--- src/rtl/pipeif_fq.sv ---
// pipeif_fq: instruction-fetch stage with a decoupling fetch queue.
// Owns the fetch PC, picks the next PC (sequential / bpc / da / jpc) and
// issues requests to a 1-cycle-latency instruction memory. Responses are
// buffered in a DEPTH-entry FIFO of {instruction, addr+4}. Any redirect
// flushes the queue and discards the in-flight response.
// Ports:
//   clock, reset      : clock, synchronous active-high reset
//   pcsource          : 00 seq, 01 bpc, 10 da, 11 jpc (non-00 = redirect)
//   bpc, da, jpc      : redirect targets
//   imem_req/addr     : fetch request to instruction memory
//   imem_rdata        : data for the request of the previous cycle
//   ins, ins_pc4      : queue head (0 when ins_valid=0)
//   ins_valid/ready   : head handshake toward decode
//   count             : queue occupancy
module pipeif_fq #(
    parameter int                 ADDR_W   = 32,
    parameter int                 DATA_W   = 32,
    parameter int                 DEPTH    = 4,
    parameter logic [ADDR_W-1:0]  RESET_PC = '0
) (
    input  logic                         clock,
    input  logic                         reset,
    input  logic [1:0]                   pcsource,
    input  logic [ADDR_W-1:0]            bpc,
    input  logic [ADDR_W-1:0]            da,
    input  logic [ADDR_W-1:0]            jpc,
    output logic                         imem_req,
    output logic [ADDR_W-1:0]            imem_addr,
    input  logic [DATA_W-1:0]            imem_rdata,
    output logic [DATA_W-1:0]            ins,
    output logic [ADDR_W-1:0]            ins_pc4,
    output logic                         ins_valid,
    input  logic                         ins_ready,
    output logic [$clog2(DEPTH+1)-1:0]   count
);

    localparam int CW = $clog2(DEPTH + 1);
    localparam int PW = $clog2(DEPTH);

    logic [ADDR_W-1:0] fpc;
    logic              inflight;
    logic [ADDR_W-1:0] inflight_addr;
    logic [PW-1:0]     rd_ptr;
    logic [PW-1:0]     wr_ptr;
    logic [CW-1:0]     cnt;

    logic [DATA_W-1:0] q_ins [DEPTH];
    logic [ADDR_W-1:0] q_pc4 [DEPTH];

    logic              redirect;
    logic [ADDR_W-1:0] tgt;
    logic              pop;
    logic              push;
    logic [CW:0]       occ;
    logic              room;

    always_comb begin
        tgt = bpc;
        case (pcsource)
            2'b01:   tgt = bpc;
            2'b10:   tgt = da;
            2'b11:   tgt = jpc;
            default: tgt = bpc;
        endcase
    end

    assign redirect  = (pcsource != 2'b00);
    assign ins_valid = (cnt != '0);
    assign count     = cnt;

    // A redirect voids both the pop and the arriving response.
    assign pop  = ins_valid & ins_ready & ~redirect;
    assign push = inflight & ~redirect;

    // Credit check counts the in-flight response so the FIFO never overflows.
    assign occ  = {1'b0, cnt} + (CW+1)'(inflight) - (CW+1)'(pop);
    assign room = (occ < (CW+1)'(DEPTH));

    assign imem_req  = ~reset & (redirect | room);
    assign imem_addr = redirect ? tgt : fpc;

    assign ins     = ins_valid ? q_ins[rd_ptr] : '0;
    assign ins_pc4 = ins_valid ? q_pc4[rd_ptr] : '0;

    always_ff @(posedge clock) begin
        if (reset) begin
            fpc           <= RESET_PC;
            inflight      <= 1'b0;
            inflight_addr <= '0;
            rd_ptr        <= '0;
            wr_ptr        <= '0;
            cnt           <= '0;
        end else if (redirect) begin
            fpc           <= tgt + ADDR_W'(4);
            inflight      <= 1'b1;
            inflight_addr <= tgt;
            rd_ptr        <= '0;
            wr_ptr        <= '0;
            cnt           <= '0;
        end else begin
            if (room) begin
                fpc           <= fpc + ADDR_W'(4);
                inflight      <= 1'b1;
                inflight_addr <= fpc;
            end else begin
                inflight <= 1'b0;
            end
            if (push) begin
                wr_ptr <= wr_ptr + PW'(1);
            end
            if (pop) begin
                rd_ptr <= rd_ptr + PW'(1);
            end
            cnt <= cnt + CW'(push) - CW'(pop);
        end
    end

    // Storage needs no reset: entries are only read while counted valid.
    always_ff @(posedge clock) begin
        if (!reset && push) begin
            q_ins[wr_ptr] <= imem_rdata;
            q_pc4[wr_ptr] <= inflight_addr + ADDR_W'(4);
        end
    end

endmodule

--- config.mk ---
export PLATFORM = sky130hd
export DESIGN_NAME = pipeif_fq
export DESIGN_NICKNAME = d
export VERILOG_FILES = /design/src/rtl/pipeif_fq.sv
export SDC_FILE = /design/constraint.sdc
export NUM_CORES = 1
export LEC_CHECK = 0
export BUFFER_PORTS_ARGS = -buffer_cell sky130_fd_sc_hd__buf_2
export CAP_MARGIN = 10
export CORE_UTILIZATION = 59
export CTS_BUF_LIST = sky130_fd_sc_hd__clkbuf_8
export DETAILED_ROUTE_END_ITERATION = 8
export GPL_ROUTABILITY_DRIVEN = 0
export PLACE_DENSITY = 0.82
export SYNTH_ARGS = -nofsm -noshare
export SYNTH_HDL_FRONTEND = slang
export SYNTH_SLANG_ARGS = --single-unit
--- constraint.sdc ---
create_clock -name clock -period 3.7 [get_ports clock]
set_clock_uncertainty 0.2 [all_clocks]
set_input_delay 0.185 -clock clock [delete_from_list [all_inputs] [get_ports clock]]
set_output_delay 0.185 -clock clock [all_outputs]
set_load 0.03 [all_outputs]
==> key figures, run 1 <==
Global routing
  • Initial antenna violation count: 0
  • Remaining Overflow, GRT: 0
  • Global-route wire length before repair: 46,700 µm
  • Vias in the first global route: 8,822
  • Largest net degree at the start of global routing: 74
  • Gr usage total: 0.249

Clocking
  • CTS tree: yes
  • Clk slew on worst S/H paths: 0.06 ns
  • Total clock sinks: 330
  • CTS max path bufs: 3
  • CTS buffer count: 50
  • Clock Root Buffer: clkbuf_8
  • Post-CTS setup buffers: 0
  • Clock latency on the worst-skew pair: between 0.5 and 0.6 ns
  • H-tree levels: 2

Finish
  • Post-Route Utilization: 0.733
  • Final net count: roughly 1,400
  • Antenna Cells: 0
  • Layout area overhead: 21.2%
  • Fillcell total: 1,544
  • Commonest cells after routing, fill and taps aside: edfxtp_1, buf_2, mux4_2
  • Fraction of layout cells with a size suffix above 1: 0.348
  • Fin area: 17,300 µm²
  • Most common cell after layout, fill and taps aside: edfxtp_1

STA
  • Max_slew headroom: 0.495
  • Fmax: 286 MHz
  • Period utilization: 0.945
  • Minimum clock period: 3.50 ns
  • # setup viols final: 0
  • Setup TNS: 0 ns
  • Worst-Margin Slew: approximately 0.76 ns
  • Pins over their slew limit: 0
  • Hold Fails Final Rpt: 0
  • Unrepaired setup endpoints after global routing: no

Die
  • Core area: between 20,000 and 25,000 µm²
  • Die ar.: 24,800 µm²
  • DIE WIDTH: 158 µm
  • Initial core utilization: 0.605
  • FP Rows: 56
  • Die Ht: 158 µm
  • # IOs: 234

Setup path
  • CP max FO: 5
  • FF-to-FF path depth: 11
  • Critical R2R Capture: fpc[6]$_SDFFE_PP0P_
  • Worst path required time: 3.31 ns
  • Reg2reg start: count[0]$_SDFF_PP0_
  • Critical-path top delay cell: or4_1
  • Buf/Inv on CP: 1
  • Slowest stage delay, CP: 0.42 ns
  • Critical-path cell list: or3_2 -> nand2_1 -> or4_1 -> ha_1 -> nand3_1 -> mux2i_1 -> or2_1 -> o311a_1 -> nor2_2 -> buf_4
  • Critical Path Start Type: register
  • Crit end category: output port
  • FF-to-FF setup slack: a little under 0.6 ns
  • Largest delay share family, worst path: simple AND/OR/NAND/NOR gates
  • Critical Path AT: 3.11 ns
  • Critical path type: reg2out

Routing
  • Drt initial violations: 442
  • Post-route DRC: 0
  • Drt total wl: about 30,000 µm
  • Detailed-route wire length per cell: 19.0 µm
  • Pre-antenna DRT Iters: 5
  • Final ANT Viol Nets: 0
  • Via density: roughly 5.5
  • Vias post-DR: 8,688

Power and ir drop
  • Pint: 5.79 mW
  • PwrDens: 435 nW/µm²
  • Sw Pwr: 1.74 mW
  • Power, Total: ~7.5 mW
  • P_leak: 6.47 nW
  • Max VDD drop: approximately 300 µV
  • Clk pwr share: 0.364
  • Sw Ratio: 0.230
  • Comb power frac: 0.087
  • Sequential share of power: 0.549

Synthesis
  • Number of synthesized flops with an enable pin: between 200 and 300
  • Synthesized area per cell: ~16 µm²
  • Asr flop ratio synth: 0
  • Sequential element share of the synthesized area: 0.642
  • Post-Syn Instances: between 900 and 1,000
  • Mapped cell area: 14,300 µm²
  • Yosys cell types: 45
  • Yosys reg bits: 330
  • Dominant synthesized flop cell: edfxtp_1
  • Yosys warnings: 0
  • Syn nets: 1,049

Hold path
  • HP Class: in2reg
  • Worst hold start: da[17]
  • Hold EP: inflight_addr[17]$_SDFFE_PP0P_
  • Hold path cells: 4

Flow run
  • Maxcap violations: 0

Placement
  • Placed cell area: between 15,000 and 20,000 µm²
  • PortBufs: 233
  • Post-DP HPWL: 19,200 µm

Status
  • Status: finished, final reports clean
[Yosys cell counts (2+ instances only)]
cell / number / area share
edfxtp_1: 256 / 0.54
mux4_2: 89 / 0.14
nand2_1: 88 / 0.023
dfxtp_1: 74 / 0.10
and2_1: 71 / 0.031
nor2_1: 48 / 0.013
a21oi_1: 33 / 0.012
clkbuf_1: 33 / 0.0087
xnor2_1: 33 / 0.020
xor2_1: 29 / 0.018
nand3_1: 23 / 0.0081
nand4_1: 14 / 0.0061
a211oi_1: 13 / 0.0068
a211oi_2: 13 / 0.011
and3_1: 11 / 0.0048
ha_1: 9 / 0.0079
inv_1: 9 / 0.0024
buf_2: 8 / 0.0028
mux4_1: 7 / 0.013
buf_1: 6 / 0.0016
a22o_1: 3 / 0.0018
and4_1: 3 / 0.0018
nor3_1: 3 / 0.0011
buf_4: 2 / 0.0011
buf_6: 2 / 0.0016
mux2i_1: 2 / 0.0014
nand3b_1: 2 / 0.0011
nor2b_1: 2 / 0.00088
nor4_4: 2 / 0.0030
or3_1: 2 / 0.00088
or4_1: 2 / 0.0011
[what timing repair did]
action | 4_1_cts | 5_1_grt
resized for setup | 0 | 3
setup endpoints to repair | 0 | 1
endpoints found under the hold margin | 143 | 0
hold buffers | 48 | 0
[sequential cells by signal, summed over array words and instances, names as in the netlist, named ones only]
name           cells
q_ins            128
q_pc4            128
fpc               32
inflight_addr     32
count              3
rd_ptr             2
wr_ptr             2
inflight           1
[worst reg2reg max path: stages (launching register included)]
cell and delay [ns]:
dfxtp_1 0.40, or3_2 0.16, nand2_1 0.11, or4_1 0.42
ha_1 0.30, nand3_1 0.09, mux2i_1 0.08, or2_1 0.26
o311ai_4 0.34, buf_12 0.32, nor2_1 0.13, a211oi_1 0.23
[through the flow]
stage               std cells  setup slack [ns]  hold WS (ns)
floorplan                 906             0.285        0.0839
global placement         1426             0.730         0.202
detailed placement       1426             0.642         0.207
CTS                      1567            0.0767      0.000417
global route             1567            0.0103        0.0357
finish                   1567             0.204        0.0422
[power groups by stage]
stage | clock [mW] | sequential [mW] | combinational, mW
6_report | 2.74 | 4.14 | 0.655
5_1_grt | 2.96 | 4.15 | 0.706
4_1_cts | 2.81 | 4.14 | 0.654
3_5_place_dp | 0 | 4.21 | 0.606
3_3_place_gp | 0 | 4.21 | 0.593
2_1_floorplan | 0 | 4.20 | 0.401
[cells by family (layout without fill, tap and decap cells)]
logic type	count (synthesis)	in the layout	share of synthesized area
AOI/OAI and AO/OA	65	65	0.0340
xor gates and xnor gates	62	62	0.0380
adders and majority gates	10	10	0.00928
buffers and inverters	61	403	0.0194
DFF	330	330	0.642
muxes	98	98	0.155
and+or+nand+nor	280	280	0.103
[final cells by class]
type / instances / area, µm² / area share
Inverter: 9 / 33.8 / 0.00195
Clock inverter: 38 / 176 / 0.0102
Clock buffer: 55 / 757 / 0.0437
Multi-Input combinational cell: 515 / 4860 / 0.281
Sequential cell: 330 / 9170 / 0.530
Timing Repair Buffer: 301 / 1910 / 0.110
Tap cell: 319 / 399 / 0.0231
[metal layers]
metal,GRT usage,up-vias,routed length (µm)
li1,-,4084,-
met1,0.321,4243,12500
met2,0.430,314,14800
met3,0.0528,47,1850
met4,0.0656,0,525
met5,0,-,0
[worst max path at each step]
stage,from,end,slack [ns],cells after the start
after CTS,count[0]$_SDFF_PP0_,imem_req,0.08,10
after floorplan,count[0]$_SDFF_PP0_,fpc[25]$_SDFFE_PP0P_,0.28,11
final,count[0]$_SDFF_PP0_,imem_req,0.20,10
after detailed placement,count[0]$_SDFF_PP0_,fpc[8]$_SDFFE_PP0P_,0.64,11
after global placement,count[0]$_SDFF_PP0_,fpc[23]$_SDFFE_PP0P_,0.73,11
after global routing,count[0]$_SDFF_PP0_,imem_req,0.01,10
No activity file was read; power rests on OpenSTA's default activity.
==> run 2: changes to the inputs <==
--- a/config.mk
+++ b/config.mk
@@ -11,7 +11,7 @@
 export CTS_BUF_LIST = sky130_fd_sc_hd__clkbuf_8
 export DETAILED_ROUTE_END_ITERATION = 8
 export GPL_ROUTABILITY_DRIVEN = 0
-export PLACE_DENSITY = 0.82
+export PLACE_DENSITY = 0.92
 export SYNTH_ARGS = -nofsm -noshare
 export SYNTH_HDL_FRONTEND = slang
 export SYNTH_SLANG_ARGS = --single-unit
==> run 2 against run 1 <==
  * Fmax is 1.6% lower
  * Largest cell class unchanged
  * Combinational power is essentially flat
  * Largest power group unchanged
  * Critical endpoint unchanged
  * Critical path depth unchanged
==> key figures, run 2 (synthesized netlist as in run 1, its figures left out) <==
Finish
  • Most common cell after layout, fill and taps aside: edfxtp_1
  • Fin area: 17,200 µm² (-0.63%)
  • Fillcell total: 1,535 (-0.58%)
  • Layout area overhead: 20.4%
  • Post-Route Utilization: 0.729 (-0.00461)
  • Top flop regs: q_ins (128), q_pc4 (128)
  • Fraction of layout cells with a size suffix above 1: 0.349 (+0.000875)
  • Final net count: 1,349 (-0.074%)
  • Commonest cells after routing, fill and taps aside: edfxtp_1, buf_2, mux4_2
  • Antenna Cells: 0 (unchanged)

Placement
  • Placed cell area: 15,900 µm² (-0.28%)
  • Post-DP HPWL: 19,500 µm (+1.5%)
  • PortBufs: 233 (unchanged)
  • Post-Place Worst Slack: 0.467 ns (-0.175 ns)

Power and ir drop
  • Comb power frac: 0.088 (about the same)
  • Clk pwr share: 0.355 (-0.009)
  • Power, Total: 7.43 mW (-1.3%)
  • Max VDD drop: 225 µV (-24%)
  • Pint: 5.68 mW (-2.0%)
  • Sw Ratio: 0.235 (+0.00503)
  • Sw Pwr: 1.75 mW (+0.82%)
  • Sequential share of power: 0.557 (+0.008)
  • PwrDens: 432 nW/µm² (-0.71%)
  • P_leak: 6.40 nW (-1.0%)

Routing
  • Drt total wl: 30,100 µm (+1.4%)
  • Post-route DRC: 0 (unchanged)
  • Detail Route met2 WL: 15,200 µm (+2.2%)
  • Detailed-route wire length per cell: 19.3 µm (+1.8%)
  • Pre-antenna DRT Iters: 4 (-1)
  • Top layer in use: met4
  • Vias post-DR: 8,844 (+1.8%)
  • Drt initial violations: 538 (+22%)
  • Via density: 5.67 (+2.2%)
  • Metal1 wirelength: 12,500 µm (-0.19%)
  • Final ANT Viol Nets: 0 (unchanged)
  • Routed length on met3: 1950 µm (+5.2%)

Setup path
  • Critical-path cell list: or3_2 -> nand2_1 -> or4_1 -> ha_1 -> nand3_1 -> mux2i_1 -> or2_1 -> o311a_1 -> nor2_2 -> buf_4
  • Worst setup path startpoint: count[2]$_SDFF_PP0_
  • FF-to-FF setup slack: 0.48 ns (-0.11 ns)
  • Largest delay share family, worst path: simple AND/OR/NAND/NOR gates
  • CP max FO: 4 (-1)
  • Critical-path top delay cell: or4_1
  • Critical Path Start Type: register
  • Reg2reg start: count[2]$_SDFF_PP0_
  • Worst path depth: 10 (unchanged)
  • Buf/Inv on CP: 1 (unchanged)
  • Critical R2R Capture: fpc[14]$_SDFFE_PP0P_
  • Critical Path AT: 3.17 ns (+0.06 ns)
  • Crit end category: output port
  • FF-to-FF path depth: 11 (unchanged)
  • Slowest stage delay, CP: 0.43 ns (about the same)
  • Worst path required time: 3.31 ns (about the same)
  • Crit path to: imem_req
  • Critical path type: reg2out

STA
  • Minimum clock period: 3.55 ns (+0.0567 ns)
  • Pins over their slew limit: 0 (unchanged)
  • Hold Fails Final Rpt: 0 (unchanged)
  • Post-route worst setup slack: 0.148 ns (-0.0567 ns)
  • Worst-Margin Slew: 0.775 ns (+0.0174 ns)
  • Fmax: 282 MHz (-1.6%)
  • # setup viols final: 0 (unchanged)
  • Period utilization: 0.960 (+0.0153)
  • Setup TNS: 0 ns (unchanged)
  • Max_slew headroom: 0.483 (-0.0116)

Clocking
  • Clock Root Buffer: clkbuf_8
  • Total clock sinks: 330 (unchanged)
  • Clock latency on the worst-skew pair: 0.55 ns (about the same)
  • Clk slew on worst S/H paths: 0.06 ns (about the same)
  • H-tree levels: 2 (unchanged)
  • CTS tree: yes
  • CTS max path bufs: 3 (unchanged)
  • CTS buffer count: 51 (+2.0%)

Global routing
  • Initial antenna violation count: 0 (unchanged)
  • Global-route wire length before repair: 46,400 µm (-0.78%)
  • Vias in the first global route: 8,941 (+1.3%)
  • Gr usage total: 0.248 (-0.00119)
  • Remaining Overflow, GRT: 0 (unchanged)
  • Largest net degree at the start of global routing: 67 (-9.5%)

Die
  • Die Ht: 158 µm (unchanged)
  • # IOs: 234 (unchanged)
  • Initial core utilization: 0.605 (unchanged)
  • FP Rows: 56 (unchanged)
  • Core area: 23,600 µm² (unchanged)
  • DIE WIDTH: 158 µm (unchanged)
  • Die ar.: 24,800 µm² (unchanged)

Hold path
  • HP Class: in2reg

Flow run
  • Maxcap violations: 0 (unchanged)

Status
  • Status: finished, final reports clean
-- run 2: changes by cell type in the layout (fill, tap and decap cells not counted), sizes merged --
cell,before,now
inv,33,27
bufinv,1,0
clkinv,12,17
dlygate4sd3,48,47
buf,253,252
clkbuf,55,53
-- run 2: metal layers --
layer,GRT usage,vias to the layer above
li1,-,4074
met1,0.312,4384
met2,0.435,346
met3,0.0482,40
met4,0.0740,0
met5,0,-
-- run 2: area by class of cell --
class | count | area [µm²] | area share
tap | 319 | 399 | 0.0232
clock inverter | 36 | 149 | 0.00865
sequential | 330 | 9180 | 0.533
inverter | 9 | 33.8 | 0.00196
multi-input combinational | 515 | 4860 | 0.283
timing repair buffer | 299 | 1860 | 0.108
clock buffer | 53 | 729 | 0.0424
-- run 2: metrics by stage --
| stage | hold slack, ns | cells |
|---|---|---|
| after detailed placement | 0.204 | 1425 |
| after global routing | 0.0115 | 1561 |
| after floorplan | 0.0839 | 906 |
| after global placement | 0.198 | 1425 |
| after CTS | 0.00164 | 1561 |
| final | 0.0339 | 1561 |
-- run 2: power by group through the flow --
stage	logic, mW	clock network [mW]	registers [mW]
final	0.652	2.64	4.14
after global routing	0.702	2.84	4.15
after CTS	0.652	2.70	4.14
after detailed placement	0.604	0	4.21
after global placement	0.589	0	4.21
after floorplan	0.401	0	4.20
-- run 2: worst min path at each step --
stage	start	end	slack, ns	cells after the start
after floorplan	imem_rdata[0]	q_ins[0][0]$_DFFE_PP_	0.08	0
after global placement	imem_rdata[4]	q_ins[0][4]$_DFFE_PP_	0.20	1
after detailed placement	imem_rdata[24]	q_ins[3][24]$_DFFE_PP_	0.20	1
after CTS	jpc[29]	inflight_addr[29]$_SDFFE_PP0P_	0.002	4
after global routing	jpc[29]	inflight_addr[29]$_SDFFE_PP0P_	0.01	4
final	bpc[28]	inflight_addr[28]$_SDFFE_PP0P_	0.03	4
-- run 2: what timing repair did --
item | CTS | global route
setup endpoints to repair | 0 | 1
hold buffers | 47 | 0
resized for setup | 0 | 4
endpoints found under the hold margin | 143 | 0
setup buffers | 0 | 0
-- run 2: worst register-to-register path, delay by kind of cell (launching register included) --
family          cells  cell delay (ns)
simple gates        6             1.18
compound gates      2             0.59
flops               1             0.39
buf+inv             1             0.37
fa+ha+maj           1             0.30
mux                 1             0.09
==> run 3: changes to the inputs <==
--- a/config.mk
+++ b/config.mk
@@ -5,13 +5,14 @@
 export SDC_FILE = /design/constraint.sdc
 export NUM_CORES = 1
 export LEC_CHECK = 0
+export ABC_AREA = 1
 export BUFFER_PORTS_ARGS = -buffer_cell sky130_fd_sc_hd__buf_2
 export CAP_MARGIN = 10
 export CORE_UTILIZATION = 59
 export CTS_BUF_LIST = sky130_fd_sc_hd__clkbuf_8
 export DETAILED_ROUTE_END_ITERATION = 8
 export GPL_ROUTABILITY_DRIVEN = 0
-export PLACE_DENSITY = 0.92
+export PLACE_DENSITY = 0.91
 export SYNTH_ARGS = -nofsm -noshare
 export SYNTH_HDL_FRONTEND = slang
 export SYNTH_SLANG_ARGS = --single-unit
==> run 3 against run 2 <==
  * Count of clock-buffer cells in the layout decreased by 1
  * Die area increased by 7.7%
  * Power increased by 8.1%
  * Sequential share of layout area decreased by 3.5 points
  * Hold slack improved by 0.0077 ns
  * Setup slack improved by 0.21 ns
  * Fmax increased by 6.3%
  * Via count increased by 46%
  * Cell count increased by 46%
  * Register-to-register slack improved by 0.12 ns
  * Largest cell class unchanged
  * Largest power group unchanged
==> key figures, run 3 <==
STA
  • Worst-Margin Slew: 0.928 ns (+0.153 ns)
  • Post-route worst setup slack: 0.358 ns (+0.210 ns)
  • Unrepaired setup endpoints after global routing: no
  • Pins over their slew limit: 0 (unchanged)
  • # setup viols final: 0 (unchanged)
  • Max_slew headroom: 0.381 (-0.103)
  • Hold Fails Final Rpt: 0 (unchanged)
  • Fmax: 299 MHz (+6.3%)
  • Minimum clock period: 3.34 ns (-0.210 ns)
  • Period utilization: 0.903 (-0.0568)

Clocking
  • CTS max path bufs: 3 (unchanged)
  • H-tree levels: 2 (unchanged)
  • Clock latency on the worst-skew pair: 0.57 ns (+0.02 ns)
  • Clock Root Buffer: clkbuf_8
  • Total clock sinks: 330 (unchanged)
  • CTS buffer count: 50 (-2.0%)
  • Clk slew on worst S/H paths: 0.06 ns (about the same)
  • CTS tree: yes

Global routing
  • Largest net degree at the start of global routing: 115 (+72%)
  • Global-route wire length before repair: 61,400 µm (+32%)
  • Initial antenna violation count: 0 (unchanged)
  • Vias in the first global route: 12,468 (+39%)
  • Gr usage total: 0.296 (+0.0477)
  • Remaining Overflow, GRT: 0 (unchanged)

Finish
  • Most common cell after layout, fill and taps aside: nor2_1
  • Layout area overhead: 19.7%
  • Final Non-Filler Cells: 2,277 (+46%)
  • Commonest cells after routing, fill and taps aside: nor2_1, edfxtp_1, buf_2
  • Fraction of layout cells with a size suffix above 1: 0.216 (-0.133)
  • Antenna Cells: 0 (unchanged)
  • Top flop regs: q_ins (128), q_pc4 (128)
  • Final net count: 2,054 (+52%)
  • Fillcell total: 1,656 (+7.9%)

Synthesis
  • Yosys cell types: 40 (-11%)
  • Sequential element share of the synthesized area: 0.595 (-0.0462)
  • Most common cell in the netlist: nor2_1
  • Yosys warnings: 0 (unchanged)
  • Post-Syn Instances: 1,628 (+80%)
  • Synthesized area per cell: 9.46 µm² (-40%)
  • List of most frequent post-synthesis cells: nor2_1, edfxtp_1, nand2_1
  • Syn nets: 1,771 (+69%)
  • Asr flop ratio synth: 0 (unchanged)
  • Cell taking the most area after synthesis: edfxtp_1
  • Ranking of synthesized cells by area: edfxtp_1, dfxtp_1, nor2_1
  • Share of the synthesized area in the top cell type: 0.499 (-0.0388)
  • Yosys reg bits: 330 (unchanged)
  • Dominant synthesized flop cell: edfxtp_1
  • Number of synthesized flops with an enable pin: 256 (unchanged)
  • Mapped cell area: 15,400 µm² (+7.8%)

Placement
  • Placed Cells: 2,126 (+49%)
  • PortBufs: 233 (unchanged)
  • Post-Place Worst Slack: 0.596 ns (+0.129 ns)
  • Post-DP HPWL: 24,700 µm (+27%)

Die
  • FP Rows: 58 (+3.6%)
  • # IOs: 234 (unchanged)
  • Initial core utilization: 0.606 (+0.00112)
  • Die ar.: 26,800 µm² (+7.7%)
  • Die Ht: 164 µm (+3.8%)
  • DIE WIDTH: 164 µm (+3.8%)
  • Core area: 25,400 µm² (+7.6%)

Power and ir drop
  • Sequential share of power: 0.515 (-0.042)
  • Sw Pwr: 1.95 mW (+12%)
  • Comb power frac: 0.098 (+0.010)
  • P_leak: 7.49 nW (+17%)
  • Pint: 6.08 mW (+7.0%)
  • Max VDD drop: 384 µV (+70%)
  • PwrDens: 436 nW/µm² (+0.95%)
  • Sw Ratio: 0.243 (+0.00789)
  • Clk pwr share: 0.387 (+0.032)

Routing
  • Final ANT Viol Nets: 0 (unchanged)
  • Drt total wl: 39,600 µm (+32%)
  • Detailed-route wire length per cell: 17.4 µm (-9.8%)
  • Vias post-DR: 12,922 (+46%)
  • Post-route DRC: 0 (unchanged)
  • Via density: 5.68 (+0.17%)
  • Pre-antenna DRT Iters: 6 (+2)
  • Drt initial violations: 1,583 (+190%)

Setup path
  • Worst path required time: 3.31 ns (about the same)
  • CP max FO: 20 (+16)
  • Critical Path Start Type: register
  • Critical path type: reg2out
  • Crit end category: output port
  • FF-to-FF setup slack: 0.60 ns (+0.12 ns)
  • FF-to-FF path depth: 18 (+7)
  • Critical Path AT: 2.96 ns (-0.21 ns)

Flow run
  • Maxcap violations: 0 (unchanged)

Hold path
  • HP Class: in2reg
  • Hold path cells: 7 (+3)

Status
  • Status: finished, final reports clean
## run 3: cell count changes in the layout (fill, tap and decap cells not counted), moves of 13 or more
cell      delta
nor2_2      +16
nor2_1     +323
inv_1       +77
a211oi_1    -13
and2_1      -71
xnor2_1     -23
mux4_2      -89
a21oi_1     +64
nand2_2     +24
o21ai_0    +173
nand2_1    +140
nand3_1     +31
a211oi_2    -13
## run 3: worst max-delay path, cell delays in order (launching register included)
cell     delay (ns)
dfxtp_1        0.37
nor2_1         0.06
nand2_1        0.17
nand3_2        0.12
inv_1          0.15
nand2_1        0.09
ha_1           0.28
nand2_1        0.07
inv_1          0.04
nand3_1        0.09
nand2_1        0.06
nand2_1        0.06
nand3_1        0.12
nand2_4        0.13
nand2_4        0.16
inv_4          0.18
buf_2          0.21
## run 3: power by group through the flow
stage	combinational (mW)	sequential, mW	clock [mW]
floorplan	0.467	4.20	0
global placement	0.688	4.21	0
detailed placement	0.709	4.21	0
CTS	0.771	4.13	3.14
global route	0.850	4.14	3.28
finish	0.790	4.14	3.11
## run 3: timing repair
item,4_1_cts,5_1_grt
hold buffers,59,0
setup buffers,0,4
resized for setup,0,2
endpoints found under the hold margin,157,0
setup endpoints to repair,0,1
## run 3: path summary, 6_finish.rpt
check / start / endpoint
worst max register to register: count[0]$_SDFF_PP0_ / fpc[27]$_SDFFE_PP0P_
worst max-delay path: count[0]$_SDFF_PP0_ / imem_req
worst min-delay path: jpc[30] / inflight_addr[30]$_SDFFE_PP0P_
worst min register to register: fpc[15]$_SDFFE_PP0P_ / fpc[15]$_SDFFE_PP0P_
## run 3: logic make-up after synthesis
kind of cell / after synthesis / synth area share
simple gates: 765 / 0.220
flops: 330 / 0.595
compound gates: 294 / 0.0972
buf+inv: 186 / 0.0539
xor+xnor: 43 / 0.0245
fa+ha+maj: 10 / 0.00861
## run 3: layer usage
metal,global-route usage,vias to the layer above,wire (µm)
met2,0.512,821,19100
met5,0,-,0
met1,0.354,5942,14800
met4,0.136,0,1720
li1,-,6006,-
met3,0.0602,153,3970
## run 3: through the flow
stage / hold WS (ns) / TNS [ns] / power, mW / util / cell area [µm²]
6_report: 0.0415 / 0 / 8.03 / 0.726 / 18400
5_1_grt: 0.0490 / 0 / 8.27 / 0.726 / 18400
4_1_cts: 0.00420 / 0 / 8.05 / 0.724 / 18400
3_5_place_dp: 0.200 / 0 / 4.92 / 0.660 / 16800
3_3_place_gp: 0.194 / 0 / 4.90 / 0.660 / 16800
2_1_floorplan: 0.0695 / -117.52 / 4.66 / - / 15400
## run 3: area by class of cell
class | count | area (µm²) | share of cell area
Tap cell | 330 | 413 | 0.0224
Multi-Input combinational cell | 1112 | 5440 | 0.295
Clock inverter | 36 | 325 | 0.0177
Clock buffer | 52 | 716 | 0.0388
Sequential cell | 330 | 9170 | 0.498
Timing Repair Buffer | 310 | 1950 | 0.106
Inverter | 107 | 404 | 0.0219
